===== src/rtl/div_seq_if.sv =====
// Request/response bundle between the EX stage and the sequential divider.
// The pipeline side (master) drives operands and control. The divider (slave)
// returns busy/done and the HI/LO result.
interface div_seq_if #(
    parameter int WIDTH = 32
);
    logic [WIDTH-1:0] a;
    logic [WIDTH-1:0] b;
    logic             isSign;
    logic             start;
    logic             cancel;
    logic             busy;
    logic             done;
    logic [WIDTH-1:0] hi;
    logic [WIDTH-1:0] lo;

    modport master (
        output a, b, isSign, start, cancel,
        input  busy, done, hi, lo
    );

    modport slave (
        input  a, b, isSign, start, cancel,
        output busy, done, hi, lo
    );
endinterface


===== src/rtl/div_seq.sv =====
// div_seq: multi-cycle radix-2 restoring divider for MIPS DIV/DIVU.
// It divides operand magnitudes, producing one quotient bit per cycle, MSB first.
// Signs are fixed up when the result is written: lo = quotient, hi = remainder.
// Optional feature macro DIV_ZERO_FAST_EN: a zero divisor skips the iteration
// and finishes in one cycle. The result values match those of the full-latency path.
module div_seq #(
    parameter int WIDTH = 32
) (
    input  logic      clk,
    input  logic      rst,
    div_seq_if.slave  bus
);

    typedef enum logic [1:0] {
        IDLE = 2'd0,
        CALC = 2'd1,
        DONE = 2'd2
    } state_e;

    localparam int                CNT_W    = $clog2(WIDTH) + 1;
    localparam logic [CNT_W-1:0]  LAST_CNT = CNT_W'(WIDTH - 1);

    state_e           state_q,    state_d;
    logic [CNT_W-1:0] cnt_q,      cnt_d;
    logic [WIDTH-1:0] dvd_q,      dvd_d;      // dividend bits shift out, quotient bits shift in
    logic [WIDTH-1:0] dvs_q,      dvs_d;      // divisor magnitude
    logic [WIDTH-1:0] rem_q,      rem_d;      // partial remainder
    logic             sign_quo_q, sign_quo_d;
    logic             sign_rem_q, sign_rem_d;
    logic [WIDTH-1:0] hi_q,       hi_d;
    logic [WIDTH-1:0] lo_q,       lo_d;

    logic [WIDTH-1:0] abs_a;
    logic [WIDTH-1:0] abs_b;
    logic [WIDTH:0]   rem_shift;
    logic [WIDTH:0]   diff;
    logic             q_bit;
    logic [WIDTH-1:0] rem_step;
    logic [WIDTH-1:0] quo_step;

    // Operand magnitudes. The most negative value wraps onto itself, which is the
    // correct unsigned magnitude.
    always_comb begin
        abs_a = (bus.isSign && bus.a[WIDTH-1]) ? -bus.a : bus.a;
        abs_b = (bus.isSign && bus.b[WIDTH-1]) ? -bus.b : bus.b;
    end

    // One restoring step: shift in the next dividend bit, then subtract when the divisor fits.
    // A clear borrow bit of the (WIDTH+1)-bit difference means rem_shift >= divisor.
    always_comb begin
        rem_shift = {rem_q, dvd_q[WIDTH-1]};
        diff      = rem_shift - {1'b0, dvs_q};
        q_bit     = ~diff[WIDTH];
        rem_step  = q_bit ? diff[WIDTH-1:0] : rem_shift[WIDTH-1:0];
        quo_step  = {dvd_q[WIDTH-2:0], q_bit};
    end

    // Next-state logic and datapath updates. Cancel overrides everything except reset.
    always_comb begin
        // NOTE: every _d starts as its _q, so no path through the case leaves a
        // variable unassigned. That keeps this block free of latches.
        state_d    = state_q;
        cnt_d      = cnt_q;
        dvd_d      = dvd_q;
        dvs_d      = dvs_q;
        rem_d      = rem_q;
        sign_quo_d = sign_quo_q;
        sign_rem_d = sign_rem_q;
        hi_d       = hi_q;
        lo_d       = lo_q;

        case (state_q)
            IDLE: begin
                if (bus.start && !bus.cancel) begin
                    dvd_d      = abs_a;
                    dvs_d      = abs_b;
                    rem_d      = '0;
                    cnt_d      = '0;
                    sign_quo_d = bus.isSign & (bus.a[WIDTH-1] ^ bus.b[WIDTH-1]);
                    sign_rem_d = bus.isSign & bus.a[WIDTH-1];
                    state_d    = CALC;
`ifdef DIV_ZERO_FAST_EN
                    if (bus.b == '0) begin
                        state_d = DONE;
                        hi_d    = bus.a;
                        lo_d    = (bus.isSign && bus.a[WIDTH-1]) ? WIDTH'(1) : '1;
                    end
`else
                    // A zero divisor runs the full iteration: every step sets a
                    // quotient bit, and the dividend ends up as the remainder.
`endif
                end
            end
            CALC: begin
                dvd_d = quo_step;
                rem_d = rem_step;
                cnt_d = cnt_q + 1'b1;
                if (cnt_q == LAST_CNT) begin
                    state_d = DONE;
                    lo_d    = sign_quo_q ? -quo_step : quo_step;
                    hi_d    = sign_rem_q ? -rem_step : rem_step;
                end
            end
            DONE: begin
                state_d = IDLE;
            end
            default: begin
                state_d = IDLE;
            end
        endcase

        if (bus.cancel) begin
            state_d = IDLE;
            hi_d    = hi_q;
            lo_d    = lo_q;
        end
    end

    // State and datapath registers with synchronous reset.
    always_ff @(posedge clk) begin
        // NOTE: non-blocking assignments here. Every flop samples the old
        // values, whatever order the statements are in.
        if (rst) begin
            state_q    <= IDLE;
            cnt_q      <= '0;
            dvd_q      <= '0;
            dvs_q      <= '0;
            rem_q      <= '0;
            sign_quo_q <= 1'b0;
            sign_rem_q <= 1'b0;
            hi_q       <= '0;
            lo_q       <= '0;
        end else begin
            state_q    <= state_d;
            cnt_q      <= cnt_d;
            dvd_q      <= dvd_d;
            dvs_q      <= dvs_d;
            rem_q      <= rem_d;
            sign_quo_q <= sign_quo_d;
            sign_rem_q <= sign_rem_d;
            hi_q       <= hi_d;
            lo_q       <= lo_d;
        end
    end

    // busy covers the accepting cycle combinationally, so the pipeline stalls at once.
    assign bus.busy = !rst && ((state_q == CALC) ||
                               ((state_q == IDLE) && bus.start && !bus.cancel));
    assign bus.done = (state_q == DONE);
    assign bus.hi   = hi_q;
    assign bus.lo   = lo_q;

endmodule

===== src/flat_wrapper.sv =====
// flat-port wrapper written by rule: the top's interface ports become plain ports
module div_seq_flat 
#(
    parameter int WIDTH = 32
)
  (clk, rst, bus_a, bus_b, bus_isSign, bus_start, bus_cancel, bus_busy, bus_done, bus_hi, bus_lo);
  div_seq_if #(.WIDTH(WIDTH)) bus_i ();
  input  logic clk;
  input  logic rst;
  input wire logic [$bits(bus_i.a)-1:0] bus_a;
  input wire logic [$bits(bus_i.b)-1:0] bus_b;
  input wire logic [$bits(bus_i.isSign)-1:0] bus_isSign;
  input wire logic [$bits(bus_i.start)-1:0] bus_start;
  input wire logic [$bits(bus_i.cancel)-1:0] bus_cancel;
  output wire logic [$bits(bus_i.busy)-1:0] bus_busy;
  output wire logic [$bits(bus_i.done)-1:0] bus_done;
  output wire logic [$bits(bus_i.hi)-1:0] bus_hi;
  output wire logic [$bits(bus_i.lo)-1:0] bus_lo;
  assign bus_i.a = bus_a;
  assign bus_i.b = bus_b;
  assign bus_i.isSign = bus_isSign;
  assign bus_i.start = bus_start;
  assign bus_i.cancel = bus_cancel;
  assign bus_busy = bus_i.busy;
  assign bus_done = bus_i.done;
  assign bus_hi = bus_i.hi;
  assign bus_lo = bus_i.lo;
  div_seq #(.WIDTH(WIDTH)) u_core (.clk(clk), .rst(rst), .bus(bus_i));
endmodule

===== config.mk =====
export PLATFORM = sky130hd
export DESIGN_NAME = div_seq_flat
export DESIGN_NICKNAME = d
export VERILOG_FILES = /design/src/rtl/div_seq_if.sv /design/src/rtl/div_seq.sv /design/src/flat_wrapper.sv
export SDC_FILE = /design/constraint.sdc
export NUM_CORES = 1
export LEC_CHECK = 0
export ABC_AREA = 1
export CAP_MARGIN = 40
export CORE_ASPECT_RATIO = 0.9
export CORE_MARGIN = 2
export CORE_UTILIZATION = 58
export DETAILED_ROUTE_END_ITERATION = 8
export GPL_ROUTABILITY_DRIVEN = 0
export PLACE_DENSITY = 0.89
export SYNTH_ARGS = -nofsm -noshare
export SYNTH_HDL_FRONTEND = slang
export SYNTH_SLANG_ARGS = --single-unit
export TNS_END_PERCENT = 5

===== constraint.sdc =====
create_clock -name clk -period 5 [get_ports clk]
set_input_delay 1 -clock clk [delete_from_list [all_inputs] [get_ports clk]]
set_output_delay 1 -clock clk [all_outputs]
set_load 0.01 [all_outputs]

Word-level counts from Yosys, hierarchy flattened
Index checks and enable logic that the tools add are counted.

Register bits after elaboration: 170. Bits in writable memories: 0. Output and inout bits: 66. Word-level logic and storage cells: 55. Memories: 0. ROM bits: 0. Input bits: 69. Bits in latches: 0.

Shifts and indexed selects: 0. Multipliers: 0. Bitwise logic cells: 5. $lt $le $gt $ge: 0. Muxes and demuxes: 14. Reduce and logical (&&, ||, !) cells: 16. Add/subtract/negate cells: 6. Equality and inequality tests: 5. Divide/modulo/power cells: 0.

Operators with widths (number): two-way mux 32 bit (7); negator 32 bit (4); case mux 32 bit (2 select lines) (2); subtractor 33 x 32 -> 33 bit (1); case mux 6 bit (2 select lines) (1); adder 6 x 1 -> 6 bit (second input constant) (1); equality test 6 x 5 -> 1 bit (second input constant) (1); logical AND 1 bit (6); two-way mux 6 bit (1); AND reduction 2 bit (3); two-way mux 2 bit (2); != test 2 x 1 -> 1 bit (second input constant) (2); case mux 2 bit (2 select lines) (1); AND reduction 3 bit (1); bitwise AND 1 bit (2); equality test 2 x 1 -> 1 bit (second input constant) (1); equality test 2 bit (second input constant) (1); logical NOT 1 bit (2); logical NOT 2 bit (1); NOT 1 bit (2); nonzero test 2 bit (1); OR reduction 2 bit (1); logical OR 1 bit (1); bitwise XOR 1 bit (1).

Depth between registers and ports, before layout
Word-level depth: 5. Mapped depth: 31. Mapped depth without buffers: 29.

Least setup slack after synthesis
No wires, ideal clock.

Path type: reg2reg. Start point: register u_core.dvd_q[31]. End point: register u_core.lo_q[26] (netlist: u_core.bus.lo[26]). Stages on the path, launching flop included: 32. Data required time: 4891 ps. Setup time: 109 ps. Path buffers: 2. Period minus slack after synthesis: 3955 ps. Data arrival time: 3846 ps. Slack: 1045 ps. Path through: dfxtp_1 -> inv_1 -> ha_1 -> fa_1 -> inv_1 -> nand2_1 -> nand2_1 -> nand3_1 -> nand2_1 -> nand2_1 -> nand2_1 -> nand2_4 -> nand2_4 -> nand2_4 -> nand2_4 -> buf_6 -> buf_4 -> ha_1 -> nand2_1 -> nor3_1 -> nand2_1 -> nor3_1 -> nand2_1 -> nor4_1 -> nand2_1 -> nand2_1 -> o21a_1 -> o21ai_0 -> a21oi_1 -> o21ai_0 -> nand2_1 -> inv_1.

Cells in the longest elaborated chain, start to end: 4.

RTL lines: start, declared (line div_seq.sv:25) `logic [WIDTH-1:0] dvd_q, dvd_d;`; start signal, assigned (line div_seq.sv:136) `dvd_q <= dvd_d;`; subtractor 33 x 32 -> 33 bit (line div_seq.sv:52) `diff = rem_shift - {1'b0, dvs_q};`; NOT 1 bit (line div_seq.sv:53) `q_bit = ~diff[WIDTH];`; negator 32 bit (line div_seq.sv:100) `lo_d = sign_quo_q ? -quo_step : quo_step;`; two-way mux 32 bit (line div_seq.sv:100); end signal, assigned (line div_seq.sv:142) `lo_q <= lo_d;`; end, declared (line div_seq.sv:31) `logic [WIDTH-1:0] lo_q, lo_d;`.

Every way passes these cells. A chain may end at the register's enable or synchronous reset.

Final worst setup path
Ends and elaborated chain as after synthesis.

==> metrics.cfg <==
[drt]
highest_layer = met4
wl_per_cell_um = 15.7
num_vias = 14521
wl_met2_mm = 18.1
met1_length_mm = 15.8
drt-initial-drc-count = 1454
vias_per_cell = 5.74
route.detailed.drc = 0
wl_mm = 39.6
wl_met3_mm = 3.37
antenna_left = 0
drtPass1Iterations = 8

[hold_path]
hold_start = u_core.bus.hi[1]
hp-class = reg -> reg

[critical_path]
cp_slowest_stage_delay_ns = 0.42
end_kind = flip-flop
startpoint_type = flip-flop
critical_path_required_ns = 5.34
worstSetupPathType = reg -> reg
crit_top_cell = nand2_1
cp_top_family = simple AND/OR/NAND/NOR gates
cp_slowest_cell = fa_1
worst-path-buf-inv = 3
path_max_fanout = 7
r2r_start = u_core.dvd_q[31]
crit_path_start = u_core.dvd_q[31]
arrival_ns = 4.77

[timing]
clock_skew_ns = 0.0113
hold_violations = 0
max_freq_mhz = 226
slew_headroom_pct = 41.5
fin_ws_ns = 0.571
drv_slew = 0
rsz0062_at_grt = no
layout_min_cycle_time_ns = 4.43
tns_ns = 0
worst_pin_slew_ns = 0.876
setup_viol = 0
timing.final.crit_share_pct = 88.6

[power]
ir_worst_vdd_uv = 170
leakage_nw = 7.19
power.density_nw_per_um2 = 243

[synthesis]
ys_types = 51
syn_area_per_cell_um2 = 5.93
ys.flop_type = dfxtp_1
yosys-top-cells-area = dfxtp_1 27%, nand2_1 19%, inv_1 8.8%, nor2_1 7.3%, a21oi_1 5.2%
post-synth-top-area-cell = dfxtp_1
syn_area_um2 = 12700
synth_nets = 2242
yosysWarnings = 0
postSynthCellCount = 2135
synth_edf_count = 0
ys_async_sr_fraction_pct = 0
synth_top_area_share_pct = 26.9
ys_seq_elements = 170
synth_sequential_area_ratio_pct = 26.9

[clock_tree]
root_buffer = clkbuf_16
cts_setup_buffers = 0
postCtsHoldBufs = 0
clock_sinks = 170
cts_max_path_buffers = 2
clk_pin_slew_ns = 0.07
cts_resized = 0
insertion_delay_ns = 0.45
cts_tree = built
htree_num_levels = 4
cts-buffers-inserted = 17

[outcome]
outcome = finished clean

[final_layout]
fill_cells = 1887
area_delta_synth_final_pct = 16.5
design_area_um2 = 14700
drive_above_1_share_pct = 4.56
utilization_pct = 68.6
nNetsFinal = 2330

[job]
cap_violations = 0

[grt]
grt_pass1_vias = 13395
grt_pass1_wl_mm = 63.6
antenna_found_initial = 0
gr-usage-all-layers_pct = 33.9
globalRouteOverflowTotal = 0
grt_max_degree = 74

[placement]
pre_cts_ws_ns = 0.803
io_buffers = 134
place_area_um2 = 14200
hpwl_mm = 29.3

[floorplanning]
die_w_um = 160
dieArea_um2 = 23000
pin_count = 135
start_util_pct = 58.8
dieHeight_um = 144
core_area_um2 = 21500
rows = 51

-- worst paths after layout --
| kind | endpoint | slack [ns] | cells after the start |
|---|---|---|---|
| hold / removal | u_core.bus.hi[1] | 0.47 | 2 |
| setup reg to reg | u_core.bus.lo[26] | 0.57 | 29 |
| hold reg to reg | u_core.bus.hi[1] | 0.47 | 2 |
| setup / recovery | u_core.bus.lo[26] | 0.57 | 29 |
-- worst reg2reg max path, delay by kind of cell, from the launching register on --
kind | cells | cell delay (ns)
fa+ha+maj | 3 | 0.81
simple gates | 19 | 2.40
buf+inv | 3 | 0.20
flops | 1 | 0.34
compound gates | 4 | 0.59
-- where the power goes --
| group | switching, W | internal [W] |
|---|---|---|
| sequential | 0.0000401 | 0.00139 |
| clock | 0.000661 | 0.000667 |
| combinational | 0.000552 | 0.000279 |
| total | 0.00125 | 0.00234 |
-- metal layers --
metal  vias to the layer above  track usage [%]
met5                         -                0
li1                       6994                -
met4                         0             20.4
met2                       775             57.6
met3                       194             6.74
met1                      6558             40.0
-- through the flow --
step | power, W | hold WS [ns] | instances
CTS | 0.00356 | 0.465 | 2527
detailed placement | 0.00225 | 0.454 | 2495
floorplan | 0.00201 | 0.437 | 2135
finish | 0.00359 | 0.472 | 2529
global route | 0.00373 | 0.507 | 2527
global placement | 0.00222 | 0.453 | 2493
-- synth_stat cells (all sizes together) (2+ instances only) --
library cell  number
a221oi             5
nand3            124
ha                37
o31ai              2
nor3              22
and3               2
buf               22
o211ai            19
and2               3
a211oi             2
xor2              53
xnor2             10
nand2            663
nor4              11
o21a               3
a31oi             30
dfxtp            170
o21ai            138
clkinv             3
nand3b            13
inv              298
or2               10
nor2             254
o221ai            14
o21bai             5
nand4             17
o22ai              7
a21oi            135
clkbuf            58
-- layout by cell type (no fill, tap or decap), types with 37 or more instances in the layout --
cell type        count
nand3_1            122
xor2_1              53
dfxtp_1            170
nor2_1             245
inv_1              293
a21oi_1            132
ha_1                37
o21ai_0            115
clkdlybuf4s50_1    133
nand2_1            645
-- kinds of logic after synthesis --
group	synth area share (%)
adder cells (fa/ha/maj)	3.82
buffers and inverters	11.7
AO/OA/AOI/OAI	16.3
AND/OR/NAND/NOR	36.9
XOR/XNOR	4.36
flip-flops	26.9
-- flip-flops by register name, indices dropped and copies added, names as in the netlist --
name	flops
u_core.dvs_q	32
u_core.cnt_q	6
u_core.sign_quo_q	1
u_core.bus.hi	32
u_core.sign_rem_q	1
u_core.state_q	2
u_core.dvd_q	32
u_core.rem_q	32
u_core.bus.lo	32
-- layout make-up --
| type | instances | area [um2] | area share, % |
|---|---|---|---|
| repair buffers | 149 | 1480 | 10.1 |
| well taps | 291 | 364 | 2.47 |
| multi-input cells | 1584 | 7780 | 52.7 |
| diodes | 2 | 5.00 | 0.0339 |
| clock inverters | 14 | 151 | 1.03 |
| clock buffers | 18 | 429 | 2.91 |
| inverters | 301 | 1130 | 7.66 |
| flip-flops and latches | 170 | 3400 | 23.1 |
Note: power is estimated with default switching activity, not from simulation.
